**config.mk**
```make
export PLATFORM = sky130hd
export DESIGN_NAME = ps2_tx_flat
export DESIGN_NICKNAME = d
export VERILOG_FILES = /design/src/rtl/ps2_tx_if.sv /design/src/rtl/ps2_tx.sv /design/src/flat_wrapper.sv
export SDC_FILE = /design/constraint.sdc
export NUM_CORES = 1
export LEC_CHECK = 0
export ABC_AREA = 1
export BUFFER_PORTS_ARGS = -buffer_cell sky130_fd_sc_hd__buf_4
export CAP_MARGIN = 5
export CORE_ASPECT_RATIO = 0.7
export CORE_MARGIN = 8
export CORE_UTILIZATION = 42
export CTS_BUF_LIST = sky130_fd_sc_hd__clkbuf_2
export DETAILED_ROUTE_END_ITERATION = 7
export GPL_TIMING_DRIVEN = 0
export PLACE_DENSITY = 0.59
export SYNTH_ARGS = -nofsm -noshare
export SYNTH_HDL_FRONTEND = slang
export SYNTH_SLANG_ARGS = --single-unit
```
**constraint.sdc**
```tcl
create_clock -name clk -period 1.5 [get_ports clk]
set_input_delay 0.15 -clock clk [delete_from_list [all_inputs] [get_ports clk]]
set_output_delay 0.15 -clock clk [all_outputs]
set_load 0.02 [all_outputs]
```
**src/rtl/ps2_tx_if.sv**
```systemverilog
// ps2_tx_if: command-byte handshake between a host controller and ps2_tx.
// master = the block that issues bytes; slave = the transmitter itself.
interface ps2_tx_if;
  logic [7:0] tx_data;
  logic       tx_valid;
  logic       tx_ready;
  logic       tx_done;
  logic       tx_err;
  logic       busy;

  modport master (
    output tx_data,
    output tx_valid,
    input  tx_ready,
    input  tx_done,
    input  tx_err,
    input  busy
  );

  modport slave (
    input  tx_data,
    input  tx_valid,
    output tx_ready,
    output tx_done,
    output tx_err,
    output busy
  );
endinterface

```
**src/rtl/ps2_tx.sv**
```systemverilog
// ps2_tx: PS/2 host-to-device transmitter.
// Sends one command byte (start, 8 data bits LSB first, odd parity, stop),
// checks the device ACK and reports tx_done or tx_err. The shared lines are
// driven only through registered pull-low enables.
// Optional build macro PS2TX_CLK_FILTER_EN adds a FILT_LEN-sample glitch
// filter on the synchronized ps2clk before falling-edge detection.
module ps2_tx #(
  parameter int INHIBIT_CYC = 3000,
  parameter int TIMEOUT_CYC = 50000,
  parameter int FILT_LEN    = 4
) (
  input  logic    clk,
  input  logic    reset,
  ps2_tx_if.slave bus,
  input  logic    ps2clk,
  input  logic    ps2dat,
  output logic    ps2clk_oe,
  output logic    ps2dat_oe
);

  localparam int TMR_MAX = (INHIBIT_CYC > TIMEOUT_CYC) ? INHIBIT_CYC : TIMEOUT_CYC;
  localparam int TMR_W   = $clog2(TMR_MAX + 1);

  localparam logic [TMR_W-1:0] INH_PRE  = TMR_W'(INHIBIT_CYC - 2);
  localparam logic [TMR_W-1:0] INH_LAST = TMR_W'(INHIBIT_CYC - 1);
  localparam logic [TMR_W-1:0] TMO_LAST = TMR_W'(TIMEOUT_CYC - 1);

  // The start bit is raised one cycle before the inhibit ends, so at least
  // two inhibit cycles are needed; the filter needs at least one sample.
  generate
    if (INHIBIT_CYC < 2) begin : g_bad_inhibit
      $error("ps2_tx: INHIBIT_CYC must be >= 2");
    end
    if (FILT_LEN < 1) begin : g_bad_filt
      $error("ps2_tx: FILT_LEN must be >= 1");
    end
  endgenerate

  typedef enum logic [2:0] {
    IDLE,
    INHIBIT,
    START,
    DATA,
    ACK,
    WAIT_IDLE
  } state_t;

  state_t           state;
  state_t           state_nx;
  logic [TMR_W-1:0] tmr;
  logic [TMR_W-1:0] tmr_nx;
  logic [3:0]       bitcnt;
  logic [3:0]       bitcnt_nx;
  logic [9:0]       shift;
  logic [9:0]       shift_nx;
  logic             clk_oe_r;
  logic             clk_oe_nx;
  logic             dat_oe_r;
  logic             dat_oe_nx;
  logic             done_r;
  logic             done_nx;
  logic             err_r;
  logic             err_nx;

  logic clk_meta;
  logic sync_clk;
  logic dat_meta;
  logic sync_dat;
  logic edge_lvl;
  logic sync_clk_prev;
  logic fe;
  logic accept;
  logic timed_out;

  // Two-flop synchronizers; lines idle high, so reset to 1 to avoid a false edge.
  always_ff @(posedge clk) begin
    if (reset) begin
      clk_meta <= 1'b1;
      sync_clk <= 1'b1;
      dat_meta <= 1'b1;
      sync_dat <= 1'b1;
    end else begin
      clk_meta <= ps2clk;
      sync_clk <= clk_meta;
      dat_meta <= ps2dat;
      sync_dat <= dat_meta;
    end
  end

`ifdef PS2TX_CLK_FILTER_EN
  localparam int FC_W = (FILT_LEN > 1) ? $clog2(FILT_LEN) : 1;

  logic [FC_W-1:0] filt_cnt;
  logic            filt_lvl;

  // Filtered clock level follows sync_clk only after FILT_LEN differing samples in a row.
  always_ff @(posedge clk) begin
    if (reset) begin
      filt_lvl <= 1'b1;
      filt_cnt <= '0;
    end else if (sync_clk == filt_lvl) begin
      filt_cnt <= '0;
    end else if (filt_cnt == FC_W'(FILT_LEN - 1)) begin
      filt_lvl <= sync_clk;
      filt_cnt <= '0;
    end else begin
      filt_cnt <= filt_cnt + 1'b1;
    end
  end

  assign edge_lvl = filt_lvl;
`else
  assign edge_lvl = sync_clk;
`endif

  // Previous clock level for falling-edge detection.
  always_ff @(posedge clk) begin
    if (reset) begin
      sync_clk_prev <= 1'b1;
    end else begin
      sync_clk_prev <= edge_lvl;
    end
  end

  assign fe        = sync_clk_prev & ~edge_lvl;
  assign accept    = bus.tx_valid & bus.tx_ready;
  assign timed_out = (tmr == TMO_LAST);

  // Next-state, line-enable and pulse logic for the transfer sequence.
  always_comb begin
    state_nx  = state;
    tmr_nx    = tmr + 1'b1;
    bitcnt_nx = bitcnt;
    shift_nx  = shift;
    clk_oe_nx = clk_oe_r;
    dat_oe_nx = dat_oe_r;
    done_nx   = 1'b0;
    err_nx    = 1'b0;

    unique case (state)
      IDLE: begin
        clk_oe_nx = 1'b0;
        dat_oe_nx = 1'b0;
        tmr_nx    = '0;
        if (accept) begin
          shift_nx  = {1'b1, ~^bus.tx_data, bus.tx_data};
          bitcnt_nx = '0;
          clk_oe_nx = 1'b1;
          state_nx  = INHIBIT;
        end
      end

      INHIBIT: begin
        // Device edges are ignored here: the host owns the clock line.
        clk_oe_nx = 1'b1;
        if (tmr == INH_PRE) begin
          dat_oe_nx = 1'b1;
        end
        if (tmr == INH_LAST) begin
          clk_oe_nx = 1'b0;
          dat_oe_nx = 1'b1;
          tmr_nx    = '0;
          state_nx  = START;
        end
      end

      START: begin
        if (fe) begin
          dat_oe_nx = ~shift[0];
          shift_nx  = {1'b1, shift[9:1]};
          bitcnt_nx = 4'd1;
          tmr_nx    = '0;
          state_nx  = DATA;
        end else if (timed_out) begin
          clk_oe_nx = 1'b0;
          dat_oe_nx = 1'b0;
          err_nx    = 1'b1;
          state_nx  = IDLE;
        end
      end

      DATA: begin
        if (fe) begin
          // The tenth edge presents the stop bit (a 1), which releases the data line.
          dat_oe_nx = ~shift[0];
          shift_nx  = {1'b1, shift[9:1]};
          bitcnt_nx = bitcnt + 1'b1;
          tmr_nx    = '0;
          if (bitcnt == 4'd9) begin
            state_nx = ACK;
          end
        end else if (timed_out) begin
          clk_oe_nx = 1'b0;
          dat_oe_nx = 1'b0;
          err_nx    = 1'b1;
          state_nx  = IDLE;
        end
      end

      ACK: begin
        if (fe) begin
          tmr_nx = '0;
          if (!sync_dat) begin
            state_nx = WAIT_IDLE;
          end else begin
            err_nx   = 1'b1;
            state_nx = IDLE;
          end
        end else if (timed_out) begin
          clk_oe_nx = 1'b0;
          dat_oe_nx = 1'b0;
          err_nx    = 1'b1;
          state_nx  = IDLE;
        end
      end

      WAIT_IDLE: begin
        if (sync_clk && sync_dat) begin
          done_nx  = 1'b1;
          state_nx = IDLE;
        end else if (timed_out) begin
          clk_oe_nx = 1'b0;
          dat_oe_nx = 1'b0;
          err_nx    = 1'b1;
          state_nx  = IDLE;
        end
      end

      default: begin
        clk_oe_nx = 1'b0;
        dat_oe_nx = 1'b0;
        state_nx  = IDLE;
      end
    endcase
  end

  // Control state: FSM, watchdog, bit counter, line enables and status pulses.
  always_ff @(posedge clk) begin
    if (reset) begin
      state    <= IDLE;
      tmr      <= '0;
      bitcnt   <= '0;
      clk_oe_r <= 1'b0;
      dat_oe_r <= 1'b0;
      done_r   <= 1'b0;
      err_r    <= 1'b0;
    end else begin
      state    <= state_nx;
      tmr      <= tmr_nx;
      bitcnt   <= bitcnt_nx;
      clk_oe_r <= clk_oe_nx;
      dat_oe_r <= dat_oe_nx;
      done_r   <= done_nx;
      err_r    <= err_nx;
    end
  end

  // Frame shift register; pure data, reloaded on every accepted byte.
  always_ff @(posedge clk) begin
    shift <= shift_nx;
  end

  assign ps2clk_oe    = clk_oe_r;
  assign ps2dat_oe    = dat_oe_r;
  assign bus.tx_done  = done_r;
  assign bus.tx_err   = err_r;
  assign bus.busy     = (state != IDLE);
  // Ready is held off during the completion pulse so a held tx_valid cannot
  // start a second transfer in the same cycle the first one reports.
  assign bus.tx_ready = (state == IDLE) & ~done_r & ~err_r;

endmodule

```
**src/flat_wrapper.sv**
```systemverilog
// flat-port wrapper written by rule: the top's interface ports become plain ports
module ps2_tx_flat 
#(
  parameter int INHIBIT_CYC = 3000,
  parameter int TIMEOUT_CYC = 50000,
  parameter int FILT_LEN    = 4
)
  (clk, reset, ps2clk, ps2dat, ps2clk_oe, ps2dat_oe, bus_tx_data, bus_tx_valid, bus_tx_ready, bus_tx_done, bus_tx_err, bus_busy);
  ps2_tx_if bus_i ();
  input  logic clk;
  input  logic reset;
  input  logic ps2clk;
  input  logic ps2dat;
  output logic ps2clk_oe;
  output logic ps2dat_oe;
  input wire logic [$bits(bus_i.tx_data)-1:0] bus_tx_data;
  input wire logic [$bits(bus_i.tx_valid)-1:0] bus_tx_valid;
  output wire logic [$bits(bus_i.tx_ready)-1:0] bus_tx_ready;
  output wire logic [$bits(bus_i.tx_done)-1:0] bus_tx_done;
  output wire logic [$bits(bus_i.tx_err)-1:0] bus_tx_err;
  output wire logic [$bits(bus_i.busy)-1:0] bus_busy;
  assign bus_i.tx_data = bus_tx_data;
  assign bus_i.tx_valid = bus_tx_valid;
  assign bus_tx_ready = bus_i.tx_ready;
  assign bus_tx_done = bus_i.tx_done;
  assign bus_tx_err = bus_i.tx_err;
  assign bus_busy = bus_i.busy;
  ps2_tx #(.INHIBIT_CYC(INHIBIT_CYC), .TIMEOUT_CYC(TIMEOUT_CYC), .FILT_LEN(FILT_LEN)) u_core (.clk(clk), .reset(reset), .bus(bus_i), .ps2clk(ps2clk), .ps2dat(ps2dat), .ps2clk_oe(ps2clk_oe), .ps2dat_oe(ps2dat_oe));
endmodule
```
Word level (Yosys, flattened, before mapping)
Index checks and enable logic that the tools add are counted.
Widths: inputs -> output; s select.
{"block": "classes", "n_bitwise": 9, "n_mux": 40, "n_eq_ne": 19, "addsub": 2, "n_reduce_logical": 14}
{"cell": "$pmux 16 s3", "count": 1}
{"cell": "$eq 16x12->1 const B", "count": 2}
{"cell": "$mux 16", "count": 2}
{"cell": "$mux 3", "count": 9}
{"cell": "$mux 10", "count": 2}
{"cell": "$pmux 10 s2", "count": 1}
{"cell": "$pmux 3 s6", "count": 1}
{"cell": "$mux 1", "count": 17}
{"cell": "$add 16x1->16 const B", "count": 1}
{"cell": "$eq 16x16->1 const B", "count": 1}
{"cell": "$mux 4", "count": 3}
{"cell": "$pmux 4 s3", "count": 1}
{"cell": "$ne 2x1->1 const B", "count": 5}
{"cell": "$reduce_and 3->1", "count": 3}
{"cell": "$pmux 1 s4", "count": 2}
{"cell": "$reduce_xnor 8->1", "count": 1}
{"cell": "$eq 3x2->1 const B", "count": 2}
{"cell": "$eq 3x3->1 const B", "count": 2}
{"cell": "$ne 2x2->1 const B", "count": 3}
{"cell": "$reduce_bool 3->1", "count": 2}
{"cell": "$not 1->1", "count": 5}
{"cell": "$add 4x1->4 const B", "count": 1}
{"cell": "$and 1x1->1", "count": 4}
{"cell": "$eq 4x4->1 const B", "count": 1}
{"cell": "other kinds (11)", "count": 12}
{"block": "word_totals", "regBits": 42}

Depth between registers and ports, before layout
Gate-level depths: netlist of the first run.
{"block": "logic_depth", "word_depth": 6, "ltp_mapped": 11, "depth_no_buf": 11}

Worst setup path after synthesis of the first run
No wires, ideal clock.
{"block": "synth_timing", "path_kind": "reg2reg", "from": "register u_core.tmr[0]", "to": "register u_core.tmr[14]", "t_arrival_ns": 1.286, "setup_slack_ns": 0.102, "path_buffers": 0, "path_stages_with_launch": 11, "synth_period_minus_slack_ns": 1.398, "setup_ns": 0.112, "path_cell_list": "dfxtp_1 ha_1 nand3_2 nor2_2 nand2_1 inv_1 nand2_1 nor2_1 nand2_1 nand3_1 nor2_1"}
{"block": "synth_between", "elab_chain_len": 3, "word_cells_on_any_way": 5, "classes_between": "1 x add/sub; 1 x eq/ne; 3 x mux"}
{"element": "start, declared", "line_no": "ps2_tx.sv:50", "source": "logic [TMR_W-1:0] tmr;"}
{"element": "start signal, assigned", "line_no": "ps2_tx.sv:249", "source": "tmr <= tmr_nx;"}
{"element": "$add 16x1->16 / $eq 16x12->1 (equally long branches)", "line_no": "ps2_tx.sv:132, ps2_tx.sv:159"}
{"element": "$mux 16, on equally long branches"}
{"element": "$pmux 16 s3 (*)", "line_no": "ps2_tx.sv:140", "source": "unique case (state)"}
Every way passes the cells marked *; elsewhere a longest branch is shown, timed or not.
A chain may end at the register's enable or synchronous reset.

Worst setup path in the final report of the first run
{"block": "layout_timing", "from": "register u_core.state[1]", "to": "register u_core.tmr[7]"}
{"block": "layout_between", "elab_chain_len": 3, "word_cells_on_any_way": 7, "classes_between": "4 x eq/ne; 1 x mux; 2 x reduce/logical"}
{"element": "start, declared", "line_no": "ps2_tx.sv:48", "source": "state_t state;"}
{"element": "start signal, assigned", "line_no": "ps2_tx.sv:248", "source": "state <= state_nx;"}
{"element": "$eq 3x2->1 / $eq 3x3->1 (equally long branches)", "line_no": "ps2_tx.sv:140"}
{"element": "$reduce_or 3->1 (no line)"}
{"element": "$pmux 16 s3 (*)", "line_no": "ps2_tx.sv:140"}
Marked as above.

==> flow_metrics.tcl, run 1 <==
set metrics [dict create \
    clkLatencyLatePin_ps 400 \
    hp-class "in -> reg" \
    initial_utilization 0.438 \
    gp_congestion 0.849 \
    core-area_mm2 0.00526 \
    cts_root_buffer "clkbuf_2" \
    max_stage_delay_ps 430 \
    antenna_found_initial 0 \
    synth_top_family_by_area "simple AND/OR/NAND/NOR gates" \
    vias_per_cell 4.73 \
    synthAdderAreaFrac 0.0217 \
    status "completed" \
    syn-mean-instance-area_um2 7.07 \
    die_x_um 105 \
    synth_xor_area_frac 0.0532 \
    p_leak_nw 1.26 \
    route.detailed.drc 0 \
    hold_violations 0 \
    crit_path_start_kind "flop" \
    fillers 516 \
    cpMaxStageDelayCell "dfxtp_4" \
    dieHeight_um 78.0 \
    diodes 0 \
    place_inst 416 \
    overflow 0 \
    cts_tree "done" \
    crit_chain "nor2_4, buf_4, nand2_1, a21oi_4, nand2_8, nand2_8, clkbuf_16, nor2_1" \
    ant_nets 0 \
    hold_ws_ps 44.1 \
    crit_arrival_ps 1780 \
    grt_pass1_vias 1815 \
    finalClockSkew_ps 18.2 \
    grt_usage 0.129 \
    rsz0062_at_grt "yes" \
    layout-drive-gt1-share 0.264 \
    dieArea_mm2 0.00815 \
    fmax_mhz 687 \
    fin_crit_ps 1460 \
    synthSimpleGateAreaFrac 0.392 \
    finalSetupViolations 0 \
    cp_max_fo 7 \
    end_kind "flop" \
    whs_path_depth 3 \
    grt-busiest-layer "met1" \
    drt_wl_total_um 5390 \
    firstDrtPassIters 4 \
    synth_seq_cells 41 \
    io_pins 19 \
    ctsLongestPathBuffers 2 \
    slew_violations 0 \
    hpwl_um 3770 \
    ir_worst_vdd_mv 0.613 \
    htree_levels 2 \
    slew_headroom 0.656 \
    cp_top_family "simple AND/OR/NAND/NOR gates" \
    wl_per_cell_um 12.2 \
    worstMarginPinSlew_ps 515 \
    row_count 22 \
    grt_max_degree 15 \
    muxShareOfSynthArea 0 \
    final_cells 440 \
    met1_usage 0.198 \
    yosysTopAreaCell "dfxtp_1" \
    fin_crit_sh 0.970 \
    whs_endpoint "u_core.shift[0]$_DFFE_PP_" \
    yosys-top-cells-area "dfxtp_1, nand2_1, edfxtp_1, nor2_1, inv_1" \
    yosysWarnings 0 \
    drtIter0Drc 111 \
    path_clk_slew_ps 210 \
    port_buffers 18 \
    powerDensity_mw_per_mm2 1170 \
    timing.rr.end "u_core.tmr[7]$_SDFF_PP0_" \
    final_nets 384 \
    cp_num_buf_inv 2 \
    synth_cell_types 33 \
    use_met2 0.164 \
    areaGrowthSynthToFinish_pct 26.3 \
    grt_pass1_wl_um 8580 \
    numCtsBuffers 5 \
    synth_fp_nets 343 \
    gr-usage-met3 0.0330 \
    path_common_cell "nand2_8" \
    num_vias 2080 \
    yosysSeqAreaShare 0.395 \
    r2r_slack_ps 40 \
    r2r_start "u_core.state[1]$_SDFFE_PP0P_" \
    synth_compound_area_frac 0.0511 \
    worst-setup-path-type "reg -> reg" \
    synth_top_area_share 0.278 \
    rr_worst_depth 8 \
    drv_cap 0 \
    hold_start "bus_tx_data[0]" \
    syn_inst 326 \
    crit_required_ps 1830 \
    fin_setup_tns_ps 0 \
    cts.sinks 41 \
    syn_area_mm2 0.00230 \
]
[placed cells by master, fill, tap and decap left out, drive strengths merged, types with 9 or more instances in the layout]
cell type and n:
inv 39, a21oi 11, nand2 100, dlygate4sd3 9, edfxtp 9, nor2 65
nand3 20, buf 28, clkbuf 9, o21ai 9, dfxtp 32
[power breakdown]
group | leakage [nW] | internal, W | switching, W | total, W
Clock | 0.0406 | 0.000284 | 0.000364 | 0.000649
Combinational | 0.865 | 0.000532 | 0.000779 | 0.00131
Sequential | 0.355 | 0.00134 | 0.000102 | 0.00144
Total | 1.26 | 0.00216 | 0.00124 | 0.00340
[layout make-up]
| cell class | count | area, µm² | share of cell area |
|---|---|---|---|
| multi-input cells | 240 | 1320 | 0.452 |
| flip-flops and latches | 41 | 938 | 0.323 |
| repair buffers | 35 | 307 | 0.105 |
| inverters | 39 | 151 | 0.0520 |
| well taps | 72 | 90.1 | 0.0310 |
| plain buffers | 5 | 43.8 | 0.0151 |
| clock inverters | 2 | 33.8 | 0.0116 |
| clock buffers | 6 | 30.0 | 0.0103 |
[routing by layer]
metal  wire, µm  share of wire
met1       2980           0.55
met2       2040           0.38
met3        274          0.051
met4         91          0.017
met5          0              0
[through the flow]
stage               instance area (µm²)  setup WS [ps]   util  total power [W]
finish                             2910           45.0  0.553          0.00340
global route                       2910          -55.3  0.553          0.00363
CTS                                2700           7.86  0.513          0.00324
detailed placement                 2530           -134  0.481          0.00251
global placement                   2530           -140  0.481          0.00251
floorplan                          2300            102      -          0.00222
[worst min-delay path, stage by stage]
cell and delay (ps):
buf_4 90, nand2_1 40, nand2_1 70
[how the worst max path moves through the flow]
stage                                  from                            to  slack (ps)  cells after the start
2_1_floorplan      u_core.tmr[0]$_SDFF_PP0_     u_core.tmr[14]$_SDFF_PP0_         100                     10
3_3_place_gp       u_core.tmr[0]$_SDFF_PP0_     u_core.tmr[14]$_SDFF_PP0_        -140                     10
3_5_place_dp       u_core.tmr[0]$_SDFF_PP0_     u_core.tmr[14]$_SDFF_PP0_        -130                     10
4_1_cts            u_core.tmr[0]$_SDFF_PP0_     u_core.tmr[14]$_SDFF_PP0_           8                     10
5_1_grt            u_core.tmr[4]$_SDFF_PP0_  u_core.state[2]$_SDFFE_PP0P_         -60                     10
6_report       u_core.state[1]$_SDFFE_PP0P_      u_core.tmr[7]$_SDFF_PP0_          40                      8
[logic make-up (layout without fill, tap and decap cells)]
logic type / count (synthesis) / after routing
AO/OA/AOI/OAI: 21 / 21
XOR/XNOR: 14 / 14
adder cells (fa/ha/maj): 4 / 4
buffers and inverters: 45 / 87
flip-flops: 41 / 41
AND/OR/NAND/NOR: 201 / 201
[cells in the mapped netlist, drive strengths merged]
master / count
nor3b: 1
clkbuf: 2
nor3: 7
inv: 39
nand2: 100
dfxtp: 32
a21oi: 11
nor2: 65
nand4: 2
edfxtp: 9
or2: 4
xor2: 7
xnor2: 7
nand3: 20
o21ai: 9
and3: 1
o22ai: 1
ha: 4
buf: 4
nand3b: 1
[what timing repair did]
item,CTS,global route
endpoints found under the setup margin,21,33
gates resized for setup,16,36
hold endpoints to repair,6,3
gates cloned,0,1
pin swaps,2,3
buffers inserted,2,5
hold buffers,6,3
[state kept, by name (all words and copies together), names as in the netlist]
name	flops
u_core.bus.tx_done	1
u_core.clk_meta	1
u_core.bus.tx_err	1
u_core.ps2clk_oe	1
u_core.tmr	16
u_core.dat_meta	1
u_core.state	3
u_core.sync_clk_prev	1
u_core.ps2dat_oe	1
u_core.bitcnt	4
u_core.shift	9
u_core.edge_lvl	1
u_core.sync_dat	1
(Power assumes the default switching activity.)
==> run 2: changes to the inputs <==
--- a/config.mk
+++ b/config.mk
@@ -7,14 +7,15 @@
 export LEC_CHECK = 0
 export ABC_AREA = 1
 export BUFFER_PORTS_ARGS = -buffer_cell sky130_fd_sc_hd__buf_4
-export CAP_MARGIN = 5
+export CAP_MARGIN = 20
 export CORE_ASPECT_RATIO = 0.7
-export CORE_MARGIN = 8
+export CORE_MARGIN = 4
 export CORE_UTILIZATION = 42
 export CTS_BUF_LIST = sky130_fd_sc_hd__clkbuf_2
 export DETAILED_ROUTE_END_ITERATION = 7
 export GPL_TIMING_DRIVEN = 0
 export PLACE_DENSITY = 0.59
+export RECOVER_POWER = 25
 export SYNTH_ARGS = -nofsm -noshare
 export SYNTH_HDL_FRONTEND = slang
 export SYNTH_SLANG_ARGS = --single-unit
==> run 2 against run 1 <==
Against the previous run:
- global-route usage increased by 3.0 points
- core utilization decreased by 0.24 points
- clock power decreased by 29%
- die area decreased by 17%
- critical endpoint is now u_core.tmr[11]$_SDFF_PP0_
- sequential power about the same
==> flow_metrics.tcl, run 2 (same netlist as run 1, synthesis figures left out) <==
set metrics [dict create \
    status "completed" \
    setup_ws_ps 89.7 \
    numCtsBuffers 5 \
    dieArea_mm2 0.00675 \
    grt_max_degree 15 \
    stdcell_area_mm2 0.00291 \
    diodes 0 \
    vias_per_cell 4.66 \
    pre_cts_ws_ps -139 \
    clkLatencyLatePin_ps 400 \
    post-route-util 0.551 \
    fin_crit_sh 0.940 \
    dieHeight_um 70.0 \
    final_nets 384 \
    worst-setup-path-type "reg -> reg" \
    switching_share 0.376 \
    max_stage_delay_ps 420 \
    regMostFlops "u_core.tmr" \
    end_kind "flop" \
    hold_violations 0 \
    cts_root_buffer "clkbuf_2" \
    fmax_mhz 709 \
    num_vias 2051 \
    initial_utilization 0.436 \
    p_seq_frac 0.446 \
    largest_reg_flops 16 \
    cpMaxStageDelayCell "dfxtp_4" \
    cts.sinks 41 \
    p_comb_frac 0.412 \
    crit_required_ps 1820 \
    rsz0062_at_grt "yes" \
    die_x_um 96.5 \
    core-area_mm2 0.00529 \
    htree_levels 2 \
    antenna_found_initial 0 \
    row_count 22 \
    drv_cap 0 \
    grt_pass1_vias 1836 \
    pwr-share-clk 0.142 \
    placed_area_mm2 0.00253 \
    io_pins 19 \
    cp_max_fo 7 \
    final_common_cell "nand2_1" \
    hpwl_um 3620 \
    crit_arrival_ps 1730 \
    layout-drive-gt1-share 0.296 \
    drt_wl_total_um 5180 \
    slew_violations 0 \
    ir_worst_vdd_mv 0.727 \
    cts_tree "done" \
    r2r_start "u_core.state[1]$_SDFFE_PP0P_" \
    route.detailed.drc 0 \
    areaGrowthSynthToFinish_pct 26.4 \
    place_inst 416 \
    p_int_w 0.00203 \
    worstMarginPinSlew_ps 487 \
    p_leak_nw 1.26 \
    finalClockSkew_ps 19.5 \
    powerDensity_mw_per_mm2 1120 \
    firstDrtPassIters 5 \
    fin_crit_ps 1410 \
    layout_common_cells "nand2_1, nor2_1, inv_1, buf_4" \
    p_switching_w 0.00123 \
    ant_nets 0 \
    crit_chain "nor2_4, buf_6, nand2_1, a21oi_2, nand2_4, nand2_8, clkbuf_16, nor2_1" \
    overflow 0 \
    path_clk_slew_ps 200 \
    finalSetupViolations 0 \
    hold_start "bus_tx_data[6]" \
    fillers 522 \
    wl_per_cell_um 11.8 \
    gp_congestion 0.870 \
    crit_path_start_kind "flop" \
    ctsLongestPathBuffers 2 \
    grt_pass1_wl_um 8400 \
    top_regs "u_core.tmr: 16 flops, u_core.shift: 9 flops, u_core.bitcnt: 4 flops" \
    drtIter0Drc 120 \
    crit_start "u_core.state[1]$_SDFFE_PP0P_" \
    hold_ws_ps 45.5 \
    slew_headroom 0.676 \
    final_cells 440 \
    port_buffers 18 \
    grt_usage 0.159 \
    hp-class "in -> reg" \
]
==> run 2: final cells by class <==
cell class	instances	area [µm²]	share of cell area
Buffer	5	43.8	0.0150
Sequential cell	41	943	0.324
Clock inverter	1	3.75	0.00129
Tap cell	72	90.1	0.0309
Timing Repair Buffer	35	305	0.105
Clock buffer	7	35.0	0.0120
Multi-Input combinational cell	240	1330	0.458
Inverter	39	156	0.0537
==> run 2: metal layers <==
layer,vias to the layer above,GRT usage,wire length (µm)
met2,48,0.201,1930
met4,0,0.0513,48
met3,4,0.0398,273
met1,902,0.253,2930
met5,-,0,0
li1,1097,-,-
==> run 2: through the flow <==
step	TNS [ps]	power (W)
after floorplan	0	0.00222
after global placement	-1980	0.00251
after detailed placement	-1840	0.00252
after CTS	-66.0	0.00310
after global routing	-106	0.00351
final	0	0.00326
==> run 2: final timing paths <==
path / end / slack [ps] / depth (start not counted)
setup / recovery: u_core.tmr[11]$_SDFF_PP0_ / 90 / 8
hold / removal: u_core.shift[6]$_DFFE_PP_ / 50 / 3
setup reg to reg: u_core.tmr[11]$_SDFF_PP0_ / 90 / 8
hold reg to reg: u_core.edge_lvl$_SDFF_PP1_ / 430 / 1
==> run 2: repair_timing <==
action / in CTS / in global routing
endpoints found under the setup margin: 22 / 36
resized for setup: 14 / 53
buffers inserted: 3 / 6
hold buffers: 3 / 4
cloned: 0 / 1
pin swaps: 1 / 13
hold endpoints to repair: 3 / 4
==> run 2: critical path, delay by kind of cell, from the launching register on <==
family	cells	cell delay, ps
simple gates	5	450
flops	1	420
buf+inv	2	280
compound gates	1	190
==> run 2: power groups by stage <==
| stage | combinational, W | sequential (W) | clock, W |
|---|---|---|---|
| after detailed placement | 0.00108 | 0.00144 | 0 |
| final | 0.00134 | 0.00145 | 0.000464 |
| after CTS | 0.00119 | 0.00142 | 0.000499 |
| after global routing | 0.00148 | 0.00147 | 0.000555 |
| after floorplan | 0.000789 | 0.00143 | 0 |
| after global placement | 0.00107 | 0.00144 | 0 |
==> run 3: changes to the inputs <==
--- a/config.mk
+++ b/config.mk
@@ -8,7 +8,7 @@
 export ABC_AREA = 1
 export BUFFER_PORTS_ARGS = -buffer_cell sky130_fd_sc_hd__buf_4
 export CAP_MARGIN = 20
-export CORE_ASPECT_RATIO = 0.7
+export CORE_ASPECT_RATIO = 1.4
 export CORE_MARGIN = 4
 export CORE_UTILIZATION = 42
 export CTS_BUF_LIST = sky130_fd_sc_hd__clkbuf_2
==> run 3 against run 2 <==
Against the previous run:
- clock skew up 2.9 ps
- die area about the same
- via count shrank 0.20%
- worst setup slack got worse by 9.5 ps
- fmax fell by 0.67%
- sequential cell count stayed put
- sequential share of layout area is 0.64 points higher
- wire length fell by 4.8%
- highest routed layer unchanged
==> flow_metrics.tcl, run 3 (same netlist as run 1, synthesis figures left out) <==
set metrics [dict create \
    status "completed" \
    cts.sinks 41 \
    timing.rr.end "u_core.tmr[3]$_SDFF_PP0_" \
    core-area_mm2 0.00524 \
    rsz0062_at_grt "yes" \
    dieHeight_um 95.6 \
    num_vias 2047 \
    cts_root_buffer "clkbuf_2" \
    place_inst 410 \
    crit_path_start_kind "flop" \
    initial_utilization 0.440 \
    firstDrtPassIters 4 \
    use_met2 0.297 \
    r2r_start "u_core.tmr[11]$_SDFF_PP0_" \
    finalClockSkew_ps 22.4 \
    overflow 0 \
    whs_path_depth 3 \
    ir_worst_vdd_mv 0.581 \
    r2r_slack_ps 80 \
    met1_usage 0.177 \
    fmax_mhz 704 \
    vias_per_cell 4.75 \
    port_buffers 18 \
    ant_nets 0 \
    hp-class "in -> reg" \
    gp_congestion 0.860 \
    whs_endpoint "u_core.shift[4]$_DFFE_PP_" \
    p_switching_w 0.00121 \
    rr_worst_depth 10 \
    total_power_w 0.00319 \
    largest_reg_flops 16 \
    wl_per_cell_um 11.4 \
    setup_ws_ps 80.2 \
    grt-busiest-layer "met2" \
    route.detailed.drc 0 \
    numCtsBuffers 5 \
    drv_cap 0 \
    cts_tree "done" \
    final_common_cell "nand2_1" \
    worst-setup-path-type "reg -> reg" \
    regMostFlops "u_core.tmr" \
    pwr-share-clk 0.146 \
    cp_max_fo 5 \
    hpwl_um 3660 \
    worstMarginPinSlew_ps 451 \
    p_comb_frac 0.396 \
    htree_levels 2 \
    fin_crit_sh 0.947 \
    end_kind "flop" \
    p_leak_nw 1.25 \
    row_count 31 \
    gr-usage-met3 0.0295 \
    grt_pass1_wl_um 8620 \
    diodes 0 \
    slew_headroom 0.699 \
    pre_cts_ws_ps -144 \
    p_int_w 0.00198 \
    clkLatencyLatePin_ps 390 \
    hold_ws_ps 30.5 \
    drt_wl_total_um 4930 \
    top_regs "u_core.tmr: 16 flops, u_core.shift: 9 flops, u_core.bitcnt: 4 flops" \
    switching_share 0.379 \
    slew_violations 0 \
    grt_max_degree 15 \
    final_nets 381 \
    dieArea_mm2 0.00675 \
    areaGrowthSynthToFinish_pct 24.3 \
    crit_arrival_ps 1740 \
    finalSetupViolations 0 \
    die_x_um 70.6 \
    final_cells 431 \
    io_pins 19 \
    grt_pass1_vias 1968 \
    powerDensity_mw_per_mm2 1110 \
    ctsLongestPathBuffers 2 \
    grt_usage 0.160 \
    layout_common_cells "nand2_1, nor2_1, inv_1, buf_4, nand3_1" \
    antenna_found_initial 0 \
    fin_setup_tns_ps 0 \
    hold_start "bus_tx_data[4]" \
    p_seq_frac 0.458 \
    drtIter0Drc 73 \
    crit_required_ps 1820 \
    path_clk_slew_ps 220 \
    hold_violations 0 \
    layout-drive-gt1-share 0.293 \
    fin_crit_ps 1420 \
]
## run 3: worst max path at each step
stage,startpoint,end,slack (ps),cells past startpoint
after floorplan,u_core.tmr[0]$_SDFF_PP0_,u_core.tmr[14]$_SDFF_PP0_,100,10
after global routing,u_core.state[1]$_SDFFE_PP0P_,bus_tx_ready,-20,4
after global placement,u_core.tmr[0]$_SDFF_PP0_,u_core.tmr[11]$_SDFF_PP0_,-140,9
after CTS,u_core.state[0]$_SDFFE_PP0P_,bus_tx_ready,-9,5
after detailed placement,u_core.tmr[0]$_SDFF_PP0_,u_core.tmr[14]$_SDFF_PP0_,-140,10
final,u_core.tmr[11]$_SDFF_PP0_,u_core.tmr[3]$_SDFF_PP0_,80,10
## run 3: area by class of cell
type	count	area (µm²)
fillers	530	2370
flip-flops and latches	41	946
clock inverters	3	12.5
plain buffers	5	43.8
multi-input cells	240	1320
inverters	39	154
well taps	66	82.6
repair buffers	32	280
clock buffers	5	25.0
## run 3: through the flow
stage	instance area (µm²)	utilization
CTS	2660	0.508
floorplan	2300	-
global route	2860	0.547
global placement	2520	0.481
finish	2860	0.547
detailed placement	2520	0.481
## run 3: metal layers
metal / up-vias / part of all wire / wire length [µm]
li1: 1087 / - / -
met3: 10 / 0.025 / 121
met4: 0 / 0.023 / 114
met5: - / 0 / 0
met2: 24 / 0.54 / 2680
met1: 926 / 0.41 / 2020
## run 3: power by group through the flow
stage,logic [W],clock network [W],registers [W]
2_1_floorplan,0.000789,0,0.00143
3_3_place_gp,0.00107,0,0.00144
3_5_place_dp,0.00107,0,0.00144
4_1_cts,0.00117,0.000495,0.00142
5_1_grt,0.00141,0.000539,0.00149
6_report,0.00126,0.000465,0.00146
## run 3: repair_timing
item,CTS,global route
hold endpoints to repair,3,3
pin swaps,1,11
gates resized for setup,16,48
endpoints found under the setup margin,20,33
gates cloned,0,1
setup buffers,4,3
hold buffers,3,3
## run 3: critical path, cell delays in order, from the launching register on
cell and delay (ps):
dfxtp_4 430, inv_4 30, nor2_2 90, nand2_1 70, nor2_2 150, nand2_2 110
nand2_4 90, nand2_4 90, nand2_8 100, clkbuf_16 160, nor2_2 30
